--- src/rtl/handshake_pkg.sv ---
// Shared types and helpers for the multi-channel ready/valid transmit path.
// Build option: HANDSHAKE_TX_STATS_EN (see handshake_channel_tx) enables per-channel ack counters.
package handshake_pkg;

   // Occupancy of the transmit skid buffer: nothing, presented head only, head plus skid entry.
   typedef enum logic [1:0] {
      TX_EMPTY = 2'd0,
      TX_HEAD  = 2'd1,
      TX_FULL  = 2'd2
   } tx_state_e;

   // Width of the channel index. A single-channel build still carries one (ignored) bit.
   function automatic int ch_width(input int n);
      if (n >= 2) begin
         return $clog2(n);
      end else begin
         return 1;
      end
   endfunction

   // The {channel, data} item struct depends on module parameters, so it is
   // declared inside handshake_channel_tx as tx_item_t.

endpackage

--- src/rtl/handshake_skid_buffer.sv ---
// Generic 2-entry registered ready/valid slice.
// up_ready, dn_valid and dn_data all come straight from flops; the skid entry
// absorbs the item accepted in the cycle the downstream side stalls, which keeps
// full throughput without a combinational ready path.
module handshake_skid_buffer
   import handshake_pkg::*;
#(
   parameter int WIDTH = 8
) (
   input  logic             clk,
   input  logic             rst,
   input  logic [WIDTH-1:0] up_data,
   input  logic             up_valid,
   output logic             up_ready,
   output logic [WIDTH-1:0] dn_data,
   output logic             dn_valid,
   input  logic             dn_ready
);

   tx_state_e        state_r;
   tx_state_e        state_nxt_s;
   logic [WIDTH-1:0] head_r;
   logic [WIDTH-1:0] head_nxt_s;
   logic [WIDTH-1:0] skid_r;
   logic [WIDTH-1:0] skid_nxt_s;
   logic             ready_r;
   logic             ready_nxt_s;
   logic             valid_r;
   logic             valid_nxt_s;
   logic             accept_s;
   logic             ack_s;

   assign accept_s = up_valid & ready_r;
   assign ack_s    = valid_r & dn_ready;

   assign up_ready = ready_r;
   assign dn_valid = valid_r;
   assign dn_data  = head_r;

   // State and storage registers; reset empties the buffer and clears the head.
   always_ff @(posedge clk or posedge rst) begin
      if (rst) begin
         state_r <= TX_EMPTY;
         head_r  <= {WIDTH{1'b0}};
         skid_r  <= {WIDTH{1'b0}};
         ready_r <= 1'b1;
         valid_r <= 1'b0;
      end else begin
         state_r <= state_nxt_s;
         head_r  <= head_nxt_s;
         skid_r  <= skid_nxt_s;
         ready_r <= ready_nxt_s;
         valid_r <= valid_nxt_s;
      end
   end

   // Next occupancy and data movement; ready/valid are precomputed from the next state.
   always_comb begin
      state_nxt_s = state_r;
      head_nxt_s  = head_r;
      skid_nxt_s  = skid_r;
      case (state_r)
         TX_EMPTY: begin
            if (accept_s) begin
               head_nxt_s  = up_data;
               state_nxt_s = TX_HEAD;
            end else begin
               state_nxt_s = TX_EMPTY;
            end
         end
         TX_HEAD: begin
            if (accept_s && ack_s) begin
               head_nxt_s  = up_data;
               state_nxt_s = TX_HEAD;
            end else if (accept_s) begin
               skid_nxt_s  = up_data;
               state_nxt_s = TX_FULL;
            end else if (ack_s) begin
               state_nxt_s = TX_EMPTY;
            end else begin
               state_nxt_s = TX_HEAD;
            end
         end
         TX_FULL: begin
            // up_ready is low here, so only the drain of the head can happen.
            if (ack_s) begin
               head_nxt_s  = skid_r;
               state_nxt_s = TX_HEAD;
            end else begin
               state_nxt_s = TX_FULL;
            end
         end
         default: begin
            state_nxt_s = TX_EMPTY;
         end
      endcase
      ready_nxt_s = (state_nxt_s != TX_FULL);
      valid_nxt_s = (state_nxt_s != TX_EMPTY);
   end

endmodule

--- src/rtl/handshake_channel_tx.sv ---
// Transmit end of a multi-channel ready/valid link: one upstream (data, channel)
// stream fanned out onto a shared data bus with a valid/ready pair per channel.
// Items leave strictly in arrival order (head-of-line blocking is intended).
// Build option: define HANDSHAKE_TX_STATS_EN to build saturating per-channel ack
// counters on stat_ack; otherwise stat_ack is tied to zero (same port list).
module handshake_channel_tx
   import handshake_pkg::*;
#(
   parameter int DATA_WIDTH  = 32,
   parameter int NUM_CHANNEL = 1,
   parameter int STAT_WIDTH  = 16
) (
   input  logic                              clk,
   input  logic                              rst,
   input  logic [DATA_WIDTH-1:0]             in_data,
   input  logic [ch_width(NUM_CHANNEL)-1:0]  in_channel,
   input  logic                              in_valid,
   output logic                              in_ready,
   output logic [DATA_WIDTH-1:0]             out_data,
   output logic [NUM_CHANNEL-1:0]            out_valid,
   input  logic [NUM_CHANNEL-1:0]            out_ready,
   output logic                              err_drop,
   output logic [NUM_CHANNEL*STAT_WIDTH-1:0] stat_ack
);

   localparam int CH_W = ch_width(NUM_CHANNEL);

   typedef struct packed {
      logic [CH_W-1:0]       channel;
      logic [DATA_WIDTH-1:0] data;
   } tx_item_t;

   localparam int ITEM_W = $bits(tx_item_t);

   tx_item_t               up_item_s;
   tx_item_t               head_item_s;
   logic                   in_range_s;
   logic                   buf_valid_s;
   logic                   head_valid_s;
   logic                   head_ack_s;
   logic [NUM_CHANNEL-1:0] sel_s;
   logic                   err_drop_r;

   // Range check only exists when the index width can encode unused channel numbers.
   generate
      if ((NUM_CHANNEL > 1) && ((1 << CH_W) > NUM_CHANNEL)) begin : g_range_chk
         assign in_range_s = (32'(in_channel) < 32'(NUM_CHANNEL));
      end else begin : g_range_all
         assign in_range_s = 1'b1;
      end
   endgenerate

   // A single-channel link ignores in_channel entirely.
   assign up_item_s.channel = (NUM_CHANNEL > 1) ? in_channel : {CH_W{1'b0}};
   assign up_item_s.data    = in_data;

   // Out-of-range items are still accepted (in_ready is honoured) but never enter the buffer.
   assign buf_valid_s = in_valid & in_range_s;

   handshake_skid_buffer #(
      .WIDTH (ITEM_W)
   ) u_skid (
      .clk      (clk),
      .rst      (rst),
      .up_data  (up_item_s),
      .up_valid (buf_valid_s),
      .up_ready (in_ready),
      .dn_data  (head_item_s),
      .dn_valid (head_valid_s),
      .dn_ready (head_ack_s)
   );

   // One-hot channel select of the buffered head; all operands are flop outputs.
   always_comb begin
      sel_s = {NUM_CHANNEL{1'b0}};
      for (int c = 0; c < NUM_CHANNEL; c++) begin
         if (NUM_CHANNEL == 1) begin
            sel_s[c] = head_valid_s;
         end else begin
            sel_s[c] = head_valid_s && (head_item_s.channel == CH_W'(c));
         end
      end
   end

   assign out_valid  = sel_s;
   assign out_data   = head_item_s.data;
   // Ready bits of channels that are not being presented are ignored.
   assign head_ack_s = |(sel_s & out_ready);

   // One-cycle error pulse, one clock after an out-of-range item was accepted.
   always_ff @(posedge clk or posedge rst) begin
      if (rst) begin
         err_drop_r <= 1'b0;
      end else begin
         err_drop_r <= in_valid & in_ready & ~in_range_s;
      end
   end

   assign err_drop = err_drop_r;

`ifdef HANDSHAKE_TX_STATS_EN
   generate
      for (genvar c = 0; c < NUM_CHANNEL; c++) begin : g_stat
         logic [STAT_WIDTH-1:0] cnt_r;

         // Saturating count of handshakes completed on this channel.
         always_ff @(posedge clk or posedge rst) begin
            if (rst) begin
               cnt_r <= {STAT_WIDTH{1'b0}};
            end else if (sel_s[c] && out_ready[c] && (cnt_r != {STAT_WIDTH{1'b1}})) begin
               cnt_r <= cnt_r + STAT_WIDTH'(1);
            end else begin
               cnt_r <= cnt_r;
            end
         end

         assign stat_ack[c*STAT_WIDTH +: STAT_WIDTH] = cnt_r;
      end
   endgenerate
`else
   assign stat_ack = {(NUM_CHANNEL*STAT_WIDTH){1'b0}};
`endif

endmodule

--- config.mk ---
export PLATFORM = sky130hd
export DESIGN_NAME = handshake_channel_tx
export DESIGN_NICKNAME = d
export VERILOG_FILES = /design/src/rtl/handshake_pkg.sv /design/src/rtl/handshake_skid_buffer.sv /design/src/rtl/handshake_channel_tx.sv
export SDC_FILE = /design/constraint.sdc
export NUM_CORES = 1
export LEC_CHECK = 0
export BUFFER_PORTS_ARGS = -buffer_cell sky130_fd_sc_hd__buf_2
export CAP_MARGIN = 20
export CELL_PAD_IN_SITES_DETAIL_PLACEMENT = 0
export CELL_PAD_IN_SITES_GLOBAL_PLACEMENT = 1
export CORE_MARGIN = 1.5
export CORE_UTILIZATION = 43
export DETAILED_ROUTE_END_ITERATION = 6
export PLACE_DENSITY_LB_ADDON = 0.08
export SYNTH_ARGS = -nofsm -noshare
export SYNTH_HDL_FRONTEND = slang
export SYNTH_SLANG_ARGS = --single-unit
export TNS_END_PERCENT = 50
--- constraint.sdc ---
create_clock -name clk -period 6.6 [get_ports clk]
set_input_delay 1.32 -clock clk [delete_from_list [all_inputs] [get_ports clk]]
set_output_delay 1.32 -clock clk [all_outputs]
set_load 0.02 [all_outputs]
== Word level (Yosys, flattened, before mapping) ==
Cells that the tools add are included.

* Register bits: 68
* Input bits: 37
* Output and inout port bits: 51

* Eq/ne operators: 6
* Multiplexer cells: 10
* Bitwise operators: 4
* Reductions and logical operators: 6

{| class="wikitable"
|+ Operators by type and width
! operator !! number
|-
| 2-to-1 mux 32 bit || 3
|-
| case mux 32 bit (3 select lines) || 1
|-
| 2-to-1 mux 2 bit || 3
|-
| inequality test 2 x 1 -> 1 bit, second input constant || 3
|-
| case mux 2 bit (3 select lines) || 1
|-
| AND reduction 4 bit || 1
|-
| AND 1 bit || 3
|-
| AND reduction 3 bit || 1
|-
| nonzero test 3 bit || 1
|-
| == test 2 x 1 -> 1 bit, second input constant || 1
|-
| == test 2 bit, second input constant || 1
|-
| logical NOT 2 bit || 1
|-
| 2-to-1 mux 1 bit || 2
|-
| inequality test 2 bit, second input constant || 1
|-
| nonzero test 2 bit || 1
|-
| logical AND 1 bit || 1
|-
| inverter 1 bit || 1
|}

== Longest topological paths before layout ==
Gate-level depths: netlist of run 1.

* Word-level depth: 7
* Depth in mapped cells: 6

== Modules after synthesis ==
A second synthesis of run 1 with hierarchy kept.

* Cell total of the unflattened synthesis: 215
* Area total of the unflattened synthesis: 3464.6 sq um

{| class="wikitable"
|+ Modules (own cells, without submodules)
! module !! times used !! cells each !! area an instance (sq um) !! sequential area each (sq um)
|-
| handshake_skid_buffer || 1 || 196 || 3326.9 || 1752.9
|-
| handshake_channel_tx || 1 || 19 || 137.6 || 0.0
|}

== Least setup slack after synthesis of run 1 ==
Ideal clock, no wire load.

* Path type: input -> register
* From: in in_valid
* To: reg u_skid.head_r[11] (netlist: u_skid.dn_data[11])
* Setup time: 125 ps
* Data arrival time: 2295 ps
* Data required time: 6475 ps
* Setup slack: 4180 ps
* Stages: 5
* Path buffers: 1
* Cells stage by stage: nand2_1 > o21ai_2 > a31oi_4 > buf_6 > mux2_2

* Longest elaborated chain between the ends: 4
* Elaborated cells on any way between the ends: 5
* Classes of those cells: 2 x eq/ne; 1 x bitwise; 2 x reduce/logical

{| class="wikitable"
|+ RTL lines
! what !! line !! RTL
|-
| start: declaration || handshake_channel_tx.sv:17 || <nowiki>input logic in_valid,</nowiki>
|-
| AND 1 bit * || - ||
|-
| logical AND 1 bit || handshake_skid_buffer.sv:72 || <nowiki>if (accept_s && ack_s) begin</nowiki>
|-
| inequality test 2 x 1 -> 1 bit (no source line) || - ||
|-
| AND reduction 4 bit (no source line) * || - ||
|-
| end signal: assignment || handshake_skid_buffer.sv:44 || <nowiki>head_r <= {WIDTH{1'b0}};</nowiki>
|-
| end signal: assignment || handshake_skid_buffer.sv:50 || <nowiki>head_r <= head_nxt_s;</nowiki>
|-
| end: declaration || handshake_skid_buffer.sv:22 || <nowiki>logic [WIDTH-1:0] head_r;</nowiki>
|}

Mark *: on every way between the ends. The rest lies on a longest branch, timed or not.
A chain may end at the register's enable or synchronous reset.

== Worst setup path in the final report of run 1 ==
* From: in in_valid
* To: reg u_skid.skid_r[8]

* Longest elaborated chain between the ends: 4

{| class="wikitable"
|+ RTL lines
! what !! line !! RTL
|-
| AND 1 bit * || - ||
|-
| logical AND 1 bit || handshake_skid_buffer.sv:72 ||
|-
| inverter 1 bit (no source line) || - ||
|-
| AND reduction 3 bit (no source line) * || - ||
|-
| end signal: assignment || handshake_skid_buffer.sv:45 || <nowiki>skid_r <= {WIDTH{1'b0}};</nowiki>
|-
| end signal: assignment || handshake_skid_buffer.sv:51 || <nowiki>skid_r <= skid_nxt_s;</nowiki>
|-
| end: declaration || handshake_skid_buffer.sv:24 || <nowiki>logic [WIDTH-1:0] skid_r;</nowiki>
|}

Marked as above.

==> results of run 1 <==
## Yosys cell counts
cell type / number
buf_2: 3
nand2_1: 100
o21ai_2: 1
and2_1: 1
nor2b_1: 1
nor2_1: 1
clkbuf_1: 7
dfstp_2: 1
inv_1: 1
mux2_2: 62
nand2b_1: 1
nand3_1: 3
o21ai_0: 2
buf_4: 18
nor3_1: 1
o21a_1: 1
mux2_1: 2
conb_1: 1
dfrtp_1: 67
a31oi_4: 1
a21boi_0: 1
buf_6: 3
## state kept, by name (all words and copies together), names as in the netlist
| signal | cells |
|---|---|
| u_skid.dn_data | 32 |
| u_skid.skid_r | 32 |
| u_skid.state_r | 2 |
| u_skid.dn_valid | 1 |
| u_skid.up_ready | 1 |
## layout make-up
| type | count | share of cell area, % |
|---|---|---|
| sequential | 68 | 46.63 |
| multi-input combinational | 195 | 34.77 |
| tap | 96 | 3.289 |
| inverter | 1 | 0.1028 |
| timing repair buffer | 72 | 10.07 |
| clock inverter | 1 | 0.1370 |
| clock buffer | 14 | 5.002 |
## per-layer routing
metal	routed length (µm)	track usage, %
met1	2664	19.86
met2	2717	27.55
met3	329	5.561
met4	112	8.097
met5	0	0
## power groups by stage
stage | clock network (W) | registers, W | logic, W
2_1_floorplan | 0 | 0.000867 | 0.000487
3_3_place_gp | 0 | 0.000739 | 0.000790
3_5_place_dp | 0 | 0.000751 | 0.000804
4_1_cts | 0.000334 | 0.000743 | 0.000805
5_1_grt | 0.000351 | 0.000768 | 0.000863
6_report | 0.000320 | 0.000742 | 0.000786
## critical path, cell delays in order
cell and delay [ns]:
buf_2 0.09, nand2_1 0.14, nor2_1 0.15, nand3_2 0.70, mux2_2 0.56
## worst min-delay path by stage
stage	slack [ns]	endpoint
3_5_place_dp	0.49	u_skid.dn_data[29]$_DFFE_PP0P_
3_3_place_gp	0.48	u_skid.dn_data[10]$_DFFE_PP0P_
5_1_grt	0.52	u_skid.skid_r[27]$_DFFE_PP0P_
6_report	0.50	u_skid.dn_data[23]$_DFFE_PP0P_
2_1_floorplan	0.48	u_skid.skid_r[10]$_DFFE_PP0P_
4_1_cts	0.50	u_skid.dn_data[29]$_DFFE_PP0P_
## logic make-up after synthesis
kind of cell           share of synthesized area, %
and+or+nand+nor                               13.42
DFF                                           54.68
muxes                                         23.14
buffers and inverters                         6.870
AOI/OAI and AO/OA                             1.768
other                                        0.1204
## through the flow
| stage | setup slack (ns) | util, % | instance area [µm²] | hold slack [ns] |
|---|---|---|---|---|
| finish | 3.850 | 52.88 | 3652 | 0.4980 |
| global route | 3.738 | 52.88 | 3652 | 0.5170 |
| CTS | 3.825 | 52.88 | 3652 | 0.5027 |
| detailed placement | 3.462 | 50.16 | 3465 | 0.4871 |
| global placement | 3.455 | 50.16 | 3465 | 0.4758 |
| floorplan | 3.570 | - | 3174 | 0.4793 |
==> results.cfg, run 1 <==
[power_and_ir_drop]
comb_power_share_pct = 42.5
ir_drop_v = 0.0002087
power_density_mw_per_mm2 = 505.9
internal_power_w = 0.001181
p_leak_nw = 1.840
swShare_pct = 36.08
p_switching_w = 0.0006666
total_power_w = 0.001848
p_clk_share_pct = 17.3
p_seq_share_pct = 40.1

[layout]
fin_nets = 384
seqCellArea_mm2 = 0.001703
layout_common_cells = nand2_1, buf_2, dfrtp_1
drive_gt1_share_pct = 43.87
instances_no_fill = 447
antennaDiodeCount = 0
nFillCells = 667
final_common_cell = nand2_1
synthToLayoutAreaGrowth_pct = 17.28
multi_input_area_mm2 = 0.001270

[synth]
synth_cell_types = 22
yosysSeqAreaShare_pct = 54.68
synth_top_area_share_pct = 53.84
synth_area_per_cell_um2 = 11.16
ys_ff_latch = 68
synth_area_leader_cell = dfrtp_1
synthCells = 279
yosys_warnings = 0
syn_area_mm2 = 0.003114
ys_top_cells_by_area = dfrtp_1, mux2_2, nand2_1

[grt]
grt_start_max_net_pins = 69
grt_usage_pct = 16.79
grt_pass1_vias = 2053
antenna_found_initial = 0
gr-total-overflow = 0
grt_pass1_wl_um = 9701

[cts]
insertion_delay_ns = 0.34
cts_made_buffers = 9
cts.clk_slew.worst_paths_ns = 0.07
cts.hold.buffers_added = 0
clockBufferDepth = 2
htreeDepth = 3
cts_root_buf = clkbuf_8
cts.sinks = 68
postCtsSetupRepairBufs = 0
cts_resized = 0
cts_tree = done

[worst_setup_path]
endpoint = u_skid.skid_r[8]$_DFFE_PP0P_
reg2reg_depth = 6
crit_path_end_kind = flop
start_kind = input pin
r2r-start = u_skid.state_r[0]$_DFF_PP0_
critPathKind = input pin to flop
cp-startpoint = in_valid
worstPathRequired_ns = 6.82
cp.arrival_ns = 2.97
path_max_fanout = 34
r2r_slack_ns = 4.10
reg2reg_to = u_skid.dn_data[15]$_DFFE_PP0P_

[worst_hold_path]
worstHoldStart = u_skid.dn_data[23]$_DFFE_PP0P_
hold_path.class = flop to flop
min_path_cells = 1

[floorplan]
num_io_pins = 88
start_util_pct = 45.09
dieArea_mm2 = 0.007762
die_x_um = 88.10
core-area_mm2 = 0.006907
die_height_um = 88.10
num_rows = 30

[drt]
wl_um = 5823
drcViolationCount = 0
antenna_left = 0
wl_per_cell_um = 13.03
vias = 2057
first_pass_iters = 4
dr.first_iter.drc_count = 101
viasPerCell = 4.602

[place]
place_congestion = 0.6659
place_hpwl_um = 3631
dp_cells = 432
portBuffers = 69

[sta]
worst_pin_slew_ns = 0.8971
max_clock_freq_ghz = 0.3637
final.setup.tns_ns = 0
post-route-period-util_pct = 41.66
rsz0062_at_grt = false
maxSlewViolCount = 0
finalSetupViolCount = 0
period_needed_ns = 2.750
finalHoldViolCount = 0
relSlewSlack_pct = 40.13
clock_skew_ns = 0.005819

[flow_run]
maxCapViolCount = 0

[run_status]
status = finished, final reports clean
Note: power is estimated with default switching activity, not from simulation.
==> inputs of run 2 (changes only) <==
- ABC_AREA: not set -> 1
- CORE_UTILIZATION: 43 -> 34
- clock period: 6.6 -> 2.2 ns (I/O delays scaled with it)
==> run 2 against run 1 <==
Sequential share of layout area shrank 2.3 points; clock power grew to 3.0 times the previous value; combinational power grew to 3.2 times the previous value; critical endpoint is now u_skid.dn_data[17]$_DFFE_PP0P_; synthesized cell count grew 52%; routed wire length grew 45%; via count grew 36%; synthesized area grew 6.7%; final cell count grew 39%; cell area grew 5.2%; largest cell class unchanged; power grew to 3.0 times the previous value.
==> results.cfg, run 2 <==
[run_status]
status = finished, final reports clean

[sta]
finalHoldViolCount = 0
rsz0062_at_grt = false
worst_pin_slew_ns = 0.6066
maxSlewViolCount = 0
finalSetupViolCount = 0
period_needed_ns = 1.628
final.setup.tns_ns = 0
relSlewSlack_pct = 59.50
max_clock_freq_ghz = 0.6141
post-route-period-util_pct = 74.01
clock_skew_ns = 0.008671

[place]
place_hpwl_um = 5084
place_congestion = 0.7869
portBuffers = 69

[cts]
cts_resized = 0
clockBufferDepth = 2
cts.clk_slew.worst_paths_ns = 0.07
cts_root_buf = clkbuf_8
cts_tree = done
htreeDepth = 3
postCtsSetupRepairBufs = 0
cts.sinks = 68
cts.hold.buffers_added = 0
insertion_delay_ns = 0.34
cts_made_buffers = 9

[drt]
wl_um = 8471
antenna_left = 0
drcViolationCount = 0
viasPerCell = 4.494
vias = 2791
dr.first_iter.drc_count = 128
first_pass_iters = 4
wl_per_cell_um = 13.64

[synth]
synth_mux_area_share_pct = 0
synth-compound-area-share_pct = 0
yosys_warnings = 0
ys_ff_latch = 68
synth_enable_flop_cells = 0
yosysMostFrequentCell = nand2_1
syn_area_mm2 = 0.003322
synth_flop_cell = dfrtp_1
async_flop_share_pct = 100.0
synthAdderAreaFrac_pct = 0
synth_simple_gate_area_share_pct = 38.72
synthTopCellsByCount = nand2_1, dfrtp_1, nand3_1
synth_cell_types = 16
synth_top_family_by_area = simple AND/OR/NAND/NOR gates
synth_top_area_share_pct = 50.47
ys_top_cells_by_area = dfrtp_1, nand2_1, nand3_1
yosysSeqAreaShare_pct = 51.26
yosys.area_share.xor_xnor_pct = 0
synthCells = 424
synth_area_leader_cell = dfrtp_1
synth_area_per_cell_um2 = 7.835

[grt]
gr-total-overflow = 0
grt_pass1_wl_um = 13860
grt_usage_pct = 17.54
grt_start_max_net_pins = 69
antenna_found_initial = 0
grt_pass1_vias = 2724

[worst_setup_path]
r2r-start = u_skid.up_ready$_DFF_PP1_
start_kind = flop
path_cells = nand3_4 > nand2_4 > nand2_4 > nand2_1 > nand2_1
crit_path_end_kind = flop
worstPathRequired_ns = 2.43
critPathTopFamily = simple AND/OR/NAND/NOR gates
cp.arrival_ns = 1.86
path_buf_inv = 0
cp_slowest_cell = dfstp_2
r2r_slack_ns = 0.57
path_depth = 5
reg2reg_to = u_skid.dn_data[17]$_DFFE_PP0P_
critPathMaxStageDelay_ns = 0.58
reg2reg_depth = 5
cp-startpoint = u_skid.up_ready$_DFF_PP1_
path_max_fanout = 32
critPathKind = flop to flop
endpoint = u_skid.dn_data[17]$_DFFE_PP0P_

[flow_run]
maxCapViolCount = 0

[layout]
fin_nets = 524
final_common_cell = nand2_1
seqCellArea_mm2 = 0.001703
drive_gt1_share_pct = 20.73
antennaDiodeCount = 0
multi_input_area_mm2 = 0.001350
nFillCells = 1029
layout_common_cells = nand2_1, buf_2, nand3_1, dfrtp_1, conb_1
synthToLayoutAreaGrowth_pct = 15.71
fin_util_pct = 41.01

[floorplan]
die_height_um = 101.8
start_util_pct = 35.45
die_x_um = 101.8
num_io_pins = 88
num_rows = 35
core-area_mm2 = 0.009371
dieArea_mm2 = 0.01037

[power_and_ir_drop]
power_density_mw_per_mm2 = 1466
internal_power_w = 0.003112
p_seq_share_pct = 38.1
p_switching_w = 0.002523
ir_drop_v = 0.0004676
comb_power_share_pct = 44.8
swShare_pct = 44.77
p_clk_share_pct = 17.0
p_leak_nw = 2.238

[worst_hold_path]
hold_path.class = input pin to asynchronous set/reset pin
[run 2: changes by cell type in the layout (fill, tap and decap cells not counted), sizes merged, moves of 4 or more]
cell,before,now
buf,72,78
inv,1,6
mux2,64,0
nand2,100,234
nand3,3,68
nor2,1,5
[run 2: worst min-delay path by stage]
stage	to	cells past startpoint
CTS	u_skid.dn_data[5]$_DFFE_PP0P_	3
finish	u_skid.dn_data[4]$_DFFE_PP0P_	3
global placement	u_skid.dn_data[3]$_DFFE_PP0P_	2
global route	u_skid.dn_data[3]$_DFFE_PP0P_	3
floorplan	u_skid.skid_r[0]$_DFFE_PP0P_	2
detailed placement	u_skid.dn_data[4]$_DFFE_PP0P_	2
[run 2: worst min-delay path, cell delays in order]
cell    delay (ns)
buf_2         0.10
inv_2         0.06
buf_12        0.31
[run 2: cell type report]
class | count | share of cell area (%)
Clock buffer | 15 | 4.590
Clock inverter | 1 | 0.1302
Inverter | 6 | 0.5859
Multi-Input combinational cell | 324 | 35.12
Sequential cell | 68 | 44.30
Tap cell | 129 | 4.199
Timing Repair Buffer | 78 | 11.07
[run 2: power groups by stage]
| stage | logic, W | registers (W) | clock network (W) |
|---|---|---|---|
| floorplan | 0.00158 | 0.00250 | 0 |
| global placement | 0.00257 | 0.00216 | 0 |
| detailed placement | 0.00259 | 0.00217 | 0 |
| CTS | 0.00260 | 0.00215 | 0.00102 |
| global route | 0.00289 | 0.00223 | 0.00106 |
| finish | 0.00253 | 0.00215 | 0.000961 |
[run 2: cells by family (layout without fill, tap and decap cells)]
kind of cell / after synthesis / count (layout)
AND/OR/NAND/NOR: 307 / 307
flip-flops: 68 / 68
buffers and inverters: 48 / 100
other: 1 / 17
[run 2: per-stage QoR]
| stage | cells | area [µm²] | hold slack [ns] | power (W) | setup slack (ns) |
|---|---|---|---|---|---|
| final | 621 | 3844 | 0.1671 | 0.005635 | 0.5717 |
| after global routing | 621 | 3844 | 0.2073 | 0.006180 | 0.3832 |
| after detailed placement | 605 | 3662 | 0.4530 | 0.004764 | 0.3569 |
| after floorplan | 440 | 3382 | 0.4425 | 0.004076 | 0.05015 |
| after CTS | 621 | 3844 | 0.1861 | 0.005765 | 0.5048 |
| after global placement | 605 | 3662 | 0.4493 | 0.004725 | 0.3919 |
[run 2: routing by layer]
metal / wire, µm / up-vias / track usage, % / share of wire [%]
li1: - / 1410 / - / -
met1: 4152 / 1300 / 24.68 / 49
met2: 3726 / 66 / 26.26 / 44
met3: 425 / 15 / 3.762 / 5.0
met4: 166 / 0 / 7.376 / 2.0
met5: 0 / - / 0 / 0
